## src/rtl/irq_ctrl.sv

```systemverilog
// irq_ctrl: synchronised, maskable, fixed-priority interrupt controller
// driving the core's irq_req / irq_id / irq_ack handshake.
module irq_ctrl #(
   parameter int                 NUM_IRQ     = 16,
   parameter int                 SYNC_STAGES = 2,
   parameter logic [NUM_IRQ-1:0] RST_ENABLE  = '0,
   parameter logic [NUM_IRQ-1:0] RST_MODE    = '0
) (
   input  logic               clk,
   input  logic               reset,
   input  logic [NUM_IRQ-1:0] irq_src,
   input  logic               cfg_we,
   input  logic [1:0]         cfg_addr,
   input  logic [31:0]        cfg_wdata,
   output logic [31:0]        cfg_rdata,
   output logic               irq_req,
   output logic [4:0]         irq_id,
   input  logic               irq_ack
);

   typedef enum logic [1:0] {IDLE, REQ, ACKED} state_t;

   state_t             state;
   state_t             state_n;
   logic               req_n;
   logic [4:0]         id_n;
   logic               ack_hit;

   logic [NUM_IRQ-1:0] s;
   logic [NUM_IRQ-1:0] prev;
   logic [NUM_IRQ-1:0] pend;
   logic [NUM_IRQ-1:0] pend_n;
   logic [NUM_IRQ-1:0] enable;
   logic [NUM_IRQ-1:0] mode;
   logic               gie;

   logic [NUM_IRQ-1:0] wdat;
   logic [NUM_IRQ-1:0] rise;
   logic [NUM_IRQ-1:0] mode_chg;
   logic [NUM_IRQ-1:0] w1c;
   logic [NUM_IRQ-1:0] ack_mask;
   logic [NUM_IRQ-1:0] eligible;
   logic [4:0]         winner;
   logic               wr_en;
   logic               wr_mode;
   logic               wr_pend;
   logic               wr_ctrl;
   logic               unused_wdata;

   generate
      if (SYNC_STAGES == 0) begin : g_nosync
         assign s = irq_src;
      end else begin : g_sync
         logic [NUM_IRQ-1:0] stage [SYNC_STAGES];
         always_ff @(posedge clk) begin
            if (reset) begin
               stage <= '{default: '0};
            end else begin
               stage[0] <= irq_src;
               for (int k = 1; k < SYNC_STAGES; k++)
                  stage[k] <= stage[k-1];
            end
         end
         assign s = stage[SYNC_STAGES-1];
      end
   endgenerate

   assign wdat         = cfg_wdata[NUM_IRQ-1:0];
   assign unused_wdata = ^cfg_wdata;
   assign wr_en        = cfg_we && (cfg_addr == 2'd0);
   assign wr_mode      = cfg_we && (cfg_addr == 2'd1);
   assign wr_pend      = cfg_we && (cfg_addr == 2'd2);
   assign wr_ctrl      = cfg_we && (cfg_addr == 2'd3);

   assign rise     = s & ~prev;
   assign mode_chg = wr_mode ? (wdat ^ mode) : '0;
   assign w1c      = wr_pend ? (wdat & mode) : '0;
   assign ack_mask = ack_hit ? ((NUM_IRQ'(1) << irq_id) & mode) : '0;
   assign eligible = pend & enable & {NUM_IRQ{gie}};

   // Edge bits: a new rise beats any clear in the same cycle.
   assign pend_n = ((mode & (rise | (pend & ~(w1c | ack_mask))))
                   | (~mode & s)) & ~mode_chg;

   always_comb begin
      winner = '0;
      for (int i = NUM_IRQ - 1; i >= 0; i--)
         if (eligible[i]) winner = 5'(i);
   end

   always_comb begin
      state_n = state;
      req_n   = irq_req;
      id_n    = irq_id;
      ack_hit = 1'b0;
      unique case (state)
         IDLE: begin
            if (|eligible) begin
               state_n = REQ;
               req_n   = 1'b1;
               id_n    = winner;
            end
         end
         REQ: begin
            if (irq_ack) begin
               state_n = ACKED;
               req_n   = 1'b0;
               ack_hit = 1'b1;
            end
         end
         ACKED:   state_n = IDLE;
         default: state_n = IDLE;
      endcase
   end

   always_ff @(posedge clk) begin
      if (reset) begin
         state   <= IDLE;
         irq_req <= 1'b0;
         irq_id  <= '0;
      end else begin
         state   <= state_n;
         irq_req <= req_n;
         irq_id  <= id_n;
      end
   end

   always_ff @(posedge clk) begin
      if (reset) begin
         enable <= RST_ENABLE;
         mode   <= RST_MODE;
         gie    <= 1'b0;
         pend   <= '0;
         prev   <= '0;
      end else begin
         prev <= s;
         pend <= pend_n;
         if (wr_en)   enable <= wdat;
         if (wr_mode) mode   <= wdat;
         if (wr_ctrl) gie    <= cfg_wdata[0];
      end
   end

   always_comb begin
      cfg_rdata = '0;
      unique case (cfg_addr)
         2'd0:    cfg_rdata = 32'(enable);
         2'd1:    cfg_rdata = 32'(mode);
         2'd2:    cfg_rdata = 32'(pend);
         default: cfg_rdata = {26'b0, irq_req, irq_id};
      endcase
   end

endmodule

```

## config.mk

```make
export PLATFORM = sky130hd
export DESIGN_NAME = irq_ctrl
export DESIGN_NICKNAME = d
export VERILOG_FILES = /design/src/rtl/irq_ctrl.sv
export SDC_FILE = /design/constraint.sdc
export NUM_CORES = 1
export LEC_CHECK = 0
export CAP_MARGIN = 20
export CORE_AREA = 8 8 106 128
export CTS_CLUSTER_DIAMETER = 80
export CTS_CLUSTER_SIZE = 25
export DETAILED_ROUTE_END_ITERATION = 16
export DIE_AREA = 0 0 114 136
export PLACE_DENSITY = 0.63
export SLEW_MARGIN = 20
export SYNTH_ARGS = -nofsm -noshare
export SYNTH_HDL_FRONTEND = slang
export SYNTH_SLANG_ARGS = --single-unit
```

## constraint.sdc

```tcl
create_clock -name clk -period 3.1 [get_ports clk]
set_clock_uncertainty 0.15 [all_clocks]
set_input_delay 0.93 -clock clk [delete_from_list [all_inputs] [get_ports clk]]
set_output_delay 0.93 -clock clk [all_outputs]
set_load 0.005 [all_outputs]
```

# [Word-level counts from Yosys, hierarchy flattened]
# Cells that the tools add are included.
[word_totals] ff_bits=105 input_bits=54 out_inout_bits=38 elab_cells=73
[classes] n_eq_ne=6 shift=1 muxes=28 n_bitwise=17 n_reduce_logical=11
[op_table] operator="16-bit bitwise AND" n=9
[op_table] operator="5-bit two-way mux" n=15
[op_table] operator="16-bit inverter" n=4
[op_table] operator="16-bit two-way mux" n=3
[op_table] operator="16-bit bitwise OR" n=3
[op_table] operator="16-bit one-hot mux with 3 select lines" n=1
[op_table] operator="16-bit OR reduction" n=1
[op_table] operator="1-bit by 5-bit << shifter with 16-bit output (first input constant)" n=1
[op_table] operator="16-bit bitwise XOR" n=1
[op_table] operator="2-bit by 1-bit equality test with 1-bit output (second input constant)" n=2
[op_table] operator="2-bit equality test (second input constant)" n=2
[op_table] operator="1-bit logical AND" n=4
[op_table] operator="2-bit logical NOT" n=2
[op_table] operator="1-bit two-way mux" n=4
[op_table] operator="2-bit two-way mux" n=2
[op_table] operator="4-bit two-way mux" n=1
[op_table] operator="2-bit inequality test (second input constant)" n=2
[op_table] operator="2-bit one-hot mux with 2 select lines" n=1
[op_table] operator="2-bit AND reduction" n=2
[op_table] operator="3-bit AND reduction" n=1
[op_table] operator="1-bit one-hot mux with 2 select lines" n=1
[op_table] operator="2-bit nonzero test" n=1

# [Longest topological paths before layout]
# Gate-level depths: netlist of run 1.
[depth] depth_word=18 mapped_depth=6 mapped_depth_nobuf=5

# [Worst setup path after synthesis of run 1]
# Ideal clock, no wire load.
[synth_timing] path_type="input port to output port" from="input port cfg_addr[1]" to="output port cfg_rdata[10]" arrival_time_ps=1760 required_time_ps=2020 setup_slack_ps=260 cell_stages=5 n_path_buf=2 path_cell_list="buf_2 > nor2b_1 > clkbuf_1 > nand2_1 > o21ai_0"
[synth_via] elab_chain_cells=2 word_cells_on_any_way=4 classes_between="2 x eq/ne; 1 x mux; 1 x reduce/logical"
[synth_rtl] item="from (decl)" line="13" source="input logic [1:0] cfg_addr,"
[synth_rtl] item="2-bit equality test (tied with other cells)" line="146" source="unique case (cfg_addr)"
[synth_rtl] item="16-bit one-hot mux with 3 select lines (*)" line="146"
[synth_rtl] item="to (decl)" line="15" source="output logic [31:0] cfg_rdata,"
# Every way passes the cells marked *; elsewhere a longest branch is shown, timed or not.

# [Final worst setup path of run 1]
[layout_timing] from="input port cfg_addr[1]" to="output port cfg_rdata[3]"
# Same word-level chain as after synthesis.

==> flow_metrics.py, run 1 <==
metrics = {
    "status": {
        "run_status": "complete, no violations",
    },
    "cts": {
        "cts_root_buf": "clkbuf_16",
        "cts_max_level": 3,
        "numCtsBuffers": 9,
        "cts_tree": "yes",
        "clkTransAtPathRegs_ns": 0.06,
        "cts.sinks": 104,
        "clock_path_buffers": 2,
        "insertion_delay_ns": 0.35,
    },
    "floorplanning": {
        "pin_count": 92,
        "dieArea_um2": 15500,
        "initial_utilization_pct": 38.53,
        "core_um2": 11670,
        "dieHeight_um": 136,
        "rows": 44,
        "die_width_um": 114,
    },
    "detailed_routing": {
        "via_per_inst": 5.206,
        "ant_nets": 0,
        "drt_iter0_markers": 250,
        "totalWireLength_um": 12130,
        "drc": 0,
        "vias": 3868,
        "first_pass_iters": 5,
        "wl_per_cell_um": 16.32,
    },
    "setup_path": {
        "crit_arrival_ns": 1.98,
        "cp-end-kind": "output port",
        "critPathMaxFanout": 3,
        "crit_chain": "clkdlybuf4s15_2 > buf_6 > buf_6 > mux4_2 > buf_6",
        "crit_type": "in -> out",
        "cpMostUsedCell": "buf_6",
        "cp_top_family": "buffers and inverters",
        "critPathMaxStageDelay_ns": 0.51,
        "cp_data_required_time_ns": 2.02,
        "start_kind": "primary input",
        "crit_slowest_cell": "mux4_2",
        "crit_buf_inv": 4,
    },
    "cells_and_area": {
        "drive_gt1_share_pct": 12.89,
        "area_growth_pct": 24.04,
        "final_cells": 743,
        "nFillCells": 1165,
        "diodes": 0,
        "final_nets": 647,
    },
    "placed_design": {
        "place.gp.congestion": 0.9062,
        "dp_hpwl_um": 8601,
        "dp.cells": 719,
        "port_buffers": 58,
    },
    "synthesis": {
        "synth_edf_count": 0,
        "synth_warnings": 0,
        "yosys.area.top_type": "dfxtp_1",
        "synth_common_cells": "nand2_1 (127), dfxtp_1 (104), nor2b_1 (51)",
        "netlist_instances": 509,
        "async_flop_share_pct": 0,
        "ys_ff_latch": 104,
        "avgSynthCellArea_um2": 8.835,
        "ys.flop_type": "dfxtp_1",
        "synth.area.top_cells": "dfxtp_1 (46%), nand2_1 (11%), nor2b_1 (7.1%)",
        "synth.most_common_cell": "nand2_1",
        "synth_cell_types": 41,
        "synth_area_um2": 4497,
        "yosysSeqAreaShare_pct": 46.30,
        "synth_top_area_share_pct": 46.30,
    },
    "global_route": {
        "grt_pass1_vias": 3817,
        "antenna_found_initial": 0,
        "grt_max_degree": 55,
        "grtUsageTotal_pct": 15.96,
        "grt-ovfl-total": 0,
        "grt_first_pass_wirelength_um": 19360,
    },
    "timing": {
        "relSlewSlack_pct": 56.97,
        "rsz0062_at_grt": "no",
        "finalSetupViolCount": 0,
        "max_freq_ghz": 0.3266,
        "fin_crit_sh_pct": 98.77,
        "worst_pin_slew_ns": 0.6406,
        "post-route-min-period_ns": 3.062,
        "hold_viol": 0,
        "tns_ns": 0,
        "slew_viol_final": 0,
        "fin_hold_ws_ns": 0.2843,
    },
    "power_and_ir_drop": {
        "finalPower_w": 0.002697,
        "leakagePower_nw": 2.087,
        "ir_drop_mv": 0.2198,
        "pwr_density_cell_nw_per_um2": 483.5,
    },
    "hold_path": {
        "min_path_type": "reg -> reg",
    },
    "run": {
        "drv_cap": 0,
    },
}
cell type report:
class	instances	area, µm²	area share, %
Clock buffer	11	242.7	4.352
Clock inverter	5	32.53	0.5832
Inverter	3	11.26	0.2019
Multi-Input combinational cell	374	2228	39.95
Sequential cell	104	2082	37.33
Tap cell	161	201.4	3.611
Timing Repair Buffer	85	779.5	13.97
layout by cell type, fill, tap and decap left out, drive strengths merged, types with 4 or more instances in the layout:
| master | netlist | routed |
|---|---|---|
| a211oi | 13 | 13 |
| a21oi | 51 | 51 |
| a221oi | 17 | 17 |
| a22oi | 6 | 6 |
| buf | 21 | 41 |
| clkbuf | 22 | 12 |
| clkdlybuf4s50 | 0 | 39 |
| conb | 1 | 17 |
| dfxtp | 104 | 104 |
| ha | 16 | 16 |
| mux2i | 12 | 12 |
| mux4 | 5 | 5 |
| nand2 | 127 | 127 |
| nand3 | 9 | 9 |
| nand4 | 5 | 5 |
| nor2 | 6 | 6 |
| nor2b | 51 | 51 |
| nor3 | 4 | 4 |
| o21ai | 12 | 12 |
through the flow:
step,worst slack (ns),area (µm²),util [%]
final,0.03809,5578,47.79
after global placement,-0.6446,5259,45.06
after CTS,-0.0003171,5569,47.72
after detailed placement,-0.5940,5273,45.18
after global routing,0.005912,5578,47.79
after floorplan,0.2602,4557,-
sequential cells by signal (all words and copies together) (netlist names):
signal	flops
g_sync.stage	16
state	2
prev	16
s	16
irq_id	4
gie	1
enable	16
mode	16
pend	16
irq_req	1
power breakdown:
group	internal (W)	switching (W)	total (W)	leakage (nW)
registers	0.00138	0.0000334	0.00141	0.850
logic	0.000119	0.000116	0.000236	1.11
clock network	0.000564	0.000483	0.00105	0.128
total	0.00206	0.000633	0.00270	2.09
cell families after synthesis:
kind of cell | after synthesis | share of synthesized area, %
and+or+nand+nor | 213 | 22.26
AOI/OAI and AO/OA | 111 | 15.92
DFF | 104 | 46.30
buffers and inverters | 47 | 5.815
muxes | 17 | 5.175
adders and majority gates | 16 | 4.452
other | 1 | 0.08339
timing repair:
| item | 4_1_cts | 5_1_grt |
|---|---|---|
| gates resized for setup | 67 | 11 |
| setup endpoints to repair | 16 | 10 |
| setup buffers | 8 | 0 |
| hold buffers | 0 | 0 |
worst paths after layout:
check	start	to	slack, ns	cells past startpoint
setup reg to reg	gie	irq_id[2]	1.10	5
setup / recovery	cfg_addr[1]	cfg_rdata[3]	0.04	5
hold / removal	g_sync.stage[17]	s[1]	0.28	1
hold reg to reg	g_sync.stage[17]	s[1]	0.28	1
routing by layer:
metal	global-route usage, %	part of all wire [%]
met1	18.63	42
met2	26.24	47
met3	3.778	7.0
met4	9.266	4.2
met5	0	0
(Power assumes the default switching activity.)
==> inputs of run 2 (changes only) <==
ABC_AREA = 1   (was unset)
CORE_AREA = 8 8 107 128   (was 8 8 106 128)
DIE_AREA = 0 0 115 136   (was 0 0 114 136)
==> flow_metrics.py, run 2 <==
metrics = {
    "global_route": {
        "grt-ovfl-total": 0,
        "antenna_found_initial": 0,
        "grt_use_met2_pct": 26.42,
        "grt_max_degree": 70,
        "grt_pass1_vias": 3903,
        "grt_first_pass_wirelength_um": 19030,
        "top_usage_layer": "met2",
        "grtUsageTotal_pct": 15.45,
        "grtUsageMet1_pct": 17.92,
        "met3_usage_pct": 3.511,
    },
    "cts": {
        "cts_tree": "yes",
        "postCtsHoldBufs": 0,
        "clkTransAtPathRegs_ns": 0.07,
        "numCtsBuffers": 9,
        "insertion_delay_ns": 0.34,
        "cts.sinks": 104,
        "cts_max_level": 3,
        "cts_root_buf": "clkbuf_16",
        "clock_path_buffers": 2,
    },
    "cells_and_area": {
        "fin_util_pct": 47.92,
        "regArea_um2": 2082,
        "final_cells": 818,
        "drive_gt1_share_pct": 9.741,
        "final_cell_mix": "dfxtp_1 (104), nor2_1 (92), nand2_1 (88)",
        "final_nets": 723,
        "final_common_cell": "dfxtp_1",
        "multi_input_area_um2": 2013,
        "nFillCells": 1213,
        "diodes": 0,
        "area_growth_pct": 24.33,
    },
    "synthesis": {
        "synth_cell_types": 33,
        "ys.flop_type": "dfxtp_1",
        "synth.most_common_cell": "dfxtp_1",
        "synth_area_um2": 4541,
        "yosys.area.top_type": "dfxtp_1",
        "avgSynthCellArea_um2": 7.748,
        "synth_edf_count": 0,
        "ys_ff_latch": 104,
        "netlist_instances": 586,
        "async_flop_share_pct": 0,
        "synth_warnings": 0,
        "synth_common_cells": "dfxtp_1 (104), nor2_1 (92), nand2_1 (88)",
        "synth_top_area_share_pct": 45.85,
        "synth.area.top_cells": "dfxtp_1 (46%), nor2_1 (7.6%), nand2_1 (7.3%)",
        "yosysSeqAreaShare_pct": 45.85,
    },
    "timing": {
        "max_freq_ghz": 0.3245,
        "rsz0062_at_grt": "yes",
        "fin_crit_sh_pct": 99.40,
        "relSlewSlack_pct": 50.55,
        "worst_pin_slew_ns": 0.7418,
        "worst_slack_ns": 0.01874,
        "finalSetupViolCount": 0,
        "fin_hold_ws_ns": 0.2468,
        "hold_viol": 0,
        "post-route-min-period_ns": 3.081,
        "slew_viol_final": 0,
    },
    "detailed_routing": {
        "wl_per_cell_um": 14.33,
        "ant_nets": 0,
        "first_pass_iters": 4,
        "vias": 4004,
        "totalWireLength_um": 11720,
        "drc": 0,
        "via_per_inst": 4.895,
        "drt_iter0_markers": 178,
    },
    "setup_path": {
        "critPathMaxFanout": 4,
        "cp-end-kind": "output port",
        "r2r_setup_slack_ns": 0.95,
        "start_kind": "primary input",
        "crit_type": "in -> out",
        "crit_arrival_ns": 2.00,
        "cp_data_required_time_ns": 2.02,
    },
    "placed_design": {
        "dp_hpwl_um": 8481,
        "port_buffers": 58,
        "dp.cells": 797,
        "place.gp.congestion": 0.8716,
        "dp_slack_ns": -0.6714,
    },
    "floorplanning": {
        "rows": 44,
        "die_width_um": 115,
        "dieArea_um2": 15640,
        "core_um2": 11780,
        "initial_utilization_pct": 38.54,
        "pin_count": 92,
        "dieHeight_um": 136,
    },
    "power_and_ir_drop": {
        "pwr_density_cell_nw_per_um2": 514.1,
        "leakagePower_nw": 2.369,
        "ir_drop_mv": 0.2328,
    },
    "hold_path": {
        "min_path_type": "reg -> reg",
    },
    "run": {
        "drv_cap": 0,
    },
    "status": {
        "run_status": "complete, no violations",
    },
}
-- run 2: changes by cell type after synthesis, sizes merged, moves of 15 or more --
cell / before / now
nor2b: 51 / 0
nand2: 127 / 91
nor2: 6 / 97
o21ai: 12 / 40
inv: 3 / 80
a21oi: 51 / 35
a41oi: 1 / 16
-- run 2: kinds of logic (layout without fill, tap and decap cells) --
| logic type | after synthesis | in the layout | share of synthesized area, % |
|---|---|---|---|
| simple gates | 215 | 215 | 19.76 |
| compound gates | 130 | 130 | 18.13 |
| buf+inv | 120 | 175 | 11.77 |
| flops | 104 | 104 | 45.85 |
| fa+ha+maj | 16 | 16 | 4.409 |
| other cells | 1 | 17 | 0.08259 |
-- run 2: final cells by class --
type	count	share of cell area, %
Timing Repair Buffer	80	12.90
Multi-Input combinational cell	378	35.66
Tap cell	161	3.568
Sequential cell	104	36.88
Clock buffer	9	3.989
Inverter	80	5.363
Clock inverter	6	1.640
-- run 2: path summary, 6_finish.rpt --
kind,startpoint,end,cells past startpoint
max,cfg_addr[1],cfg_rdata[0],8
min,g_sync.stage[18],s[2],2
max reg2reg,gie,irq_id[0],19
min reg2reg,g_sync.stage[18],s[2],2
-- run 2: where the power goes --
part / total (W) / switching, W / leakage (nW) / internal, W
logic: 0.000263 / 0.000144 / 1.37 / 0.000120
registers: 0.00142 / 0.0000343 / 0.852 / 0.00139
clock network: 0.00122 / 0.000507 / 0.149 / 0.000709
-- run 2: per-stage QoR --
| stage | cell area (µm²) | total power [W] | setup TNS, ns |
|---|---|---|---|
| finish | 5645 | 0.002902 | 0 |
| global route | 5645 | 0.003031 | -0.06676 |
| CTS | 5630 | 0.002927 | 0 |
| detailed placement | 5289 | 0.001715 | -9.779 |
| global placement | 5289 | 0.001704 | -9.728 |
| floorplan | 4601 | 0.001597 | 0 |
-- run 2: per-layer routing --
metal | part of all wire [%] | vias to the layer above
li1 | - | 2025
met3 | 5.3 | 21
met2 | 48 | 124
met4 | 2.3 | 0
met1 | 44 | 1834
met5 | 0 | -
-- run 2: timing repair --
action,in CTS,in global routing
pin swaps,4,1
setup endpoints to repair,16,12
setup buffers,5,1
resized for setup,42,8
-- run 2: critical path, stage by stage --
cell           delay, ns
buf_2               0.14
inv_4               0.06
nand2_4             0.08
buf_4               0.11
nor2_1              0.03
a221oi_1            0.21
o21ai_1             0.14
dlygate4sd2_1       0.29
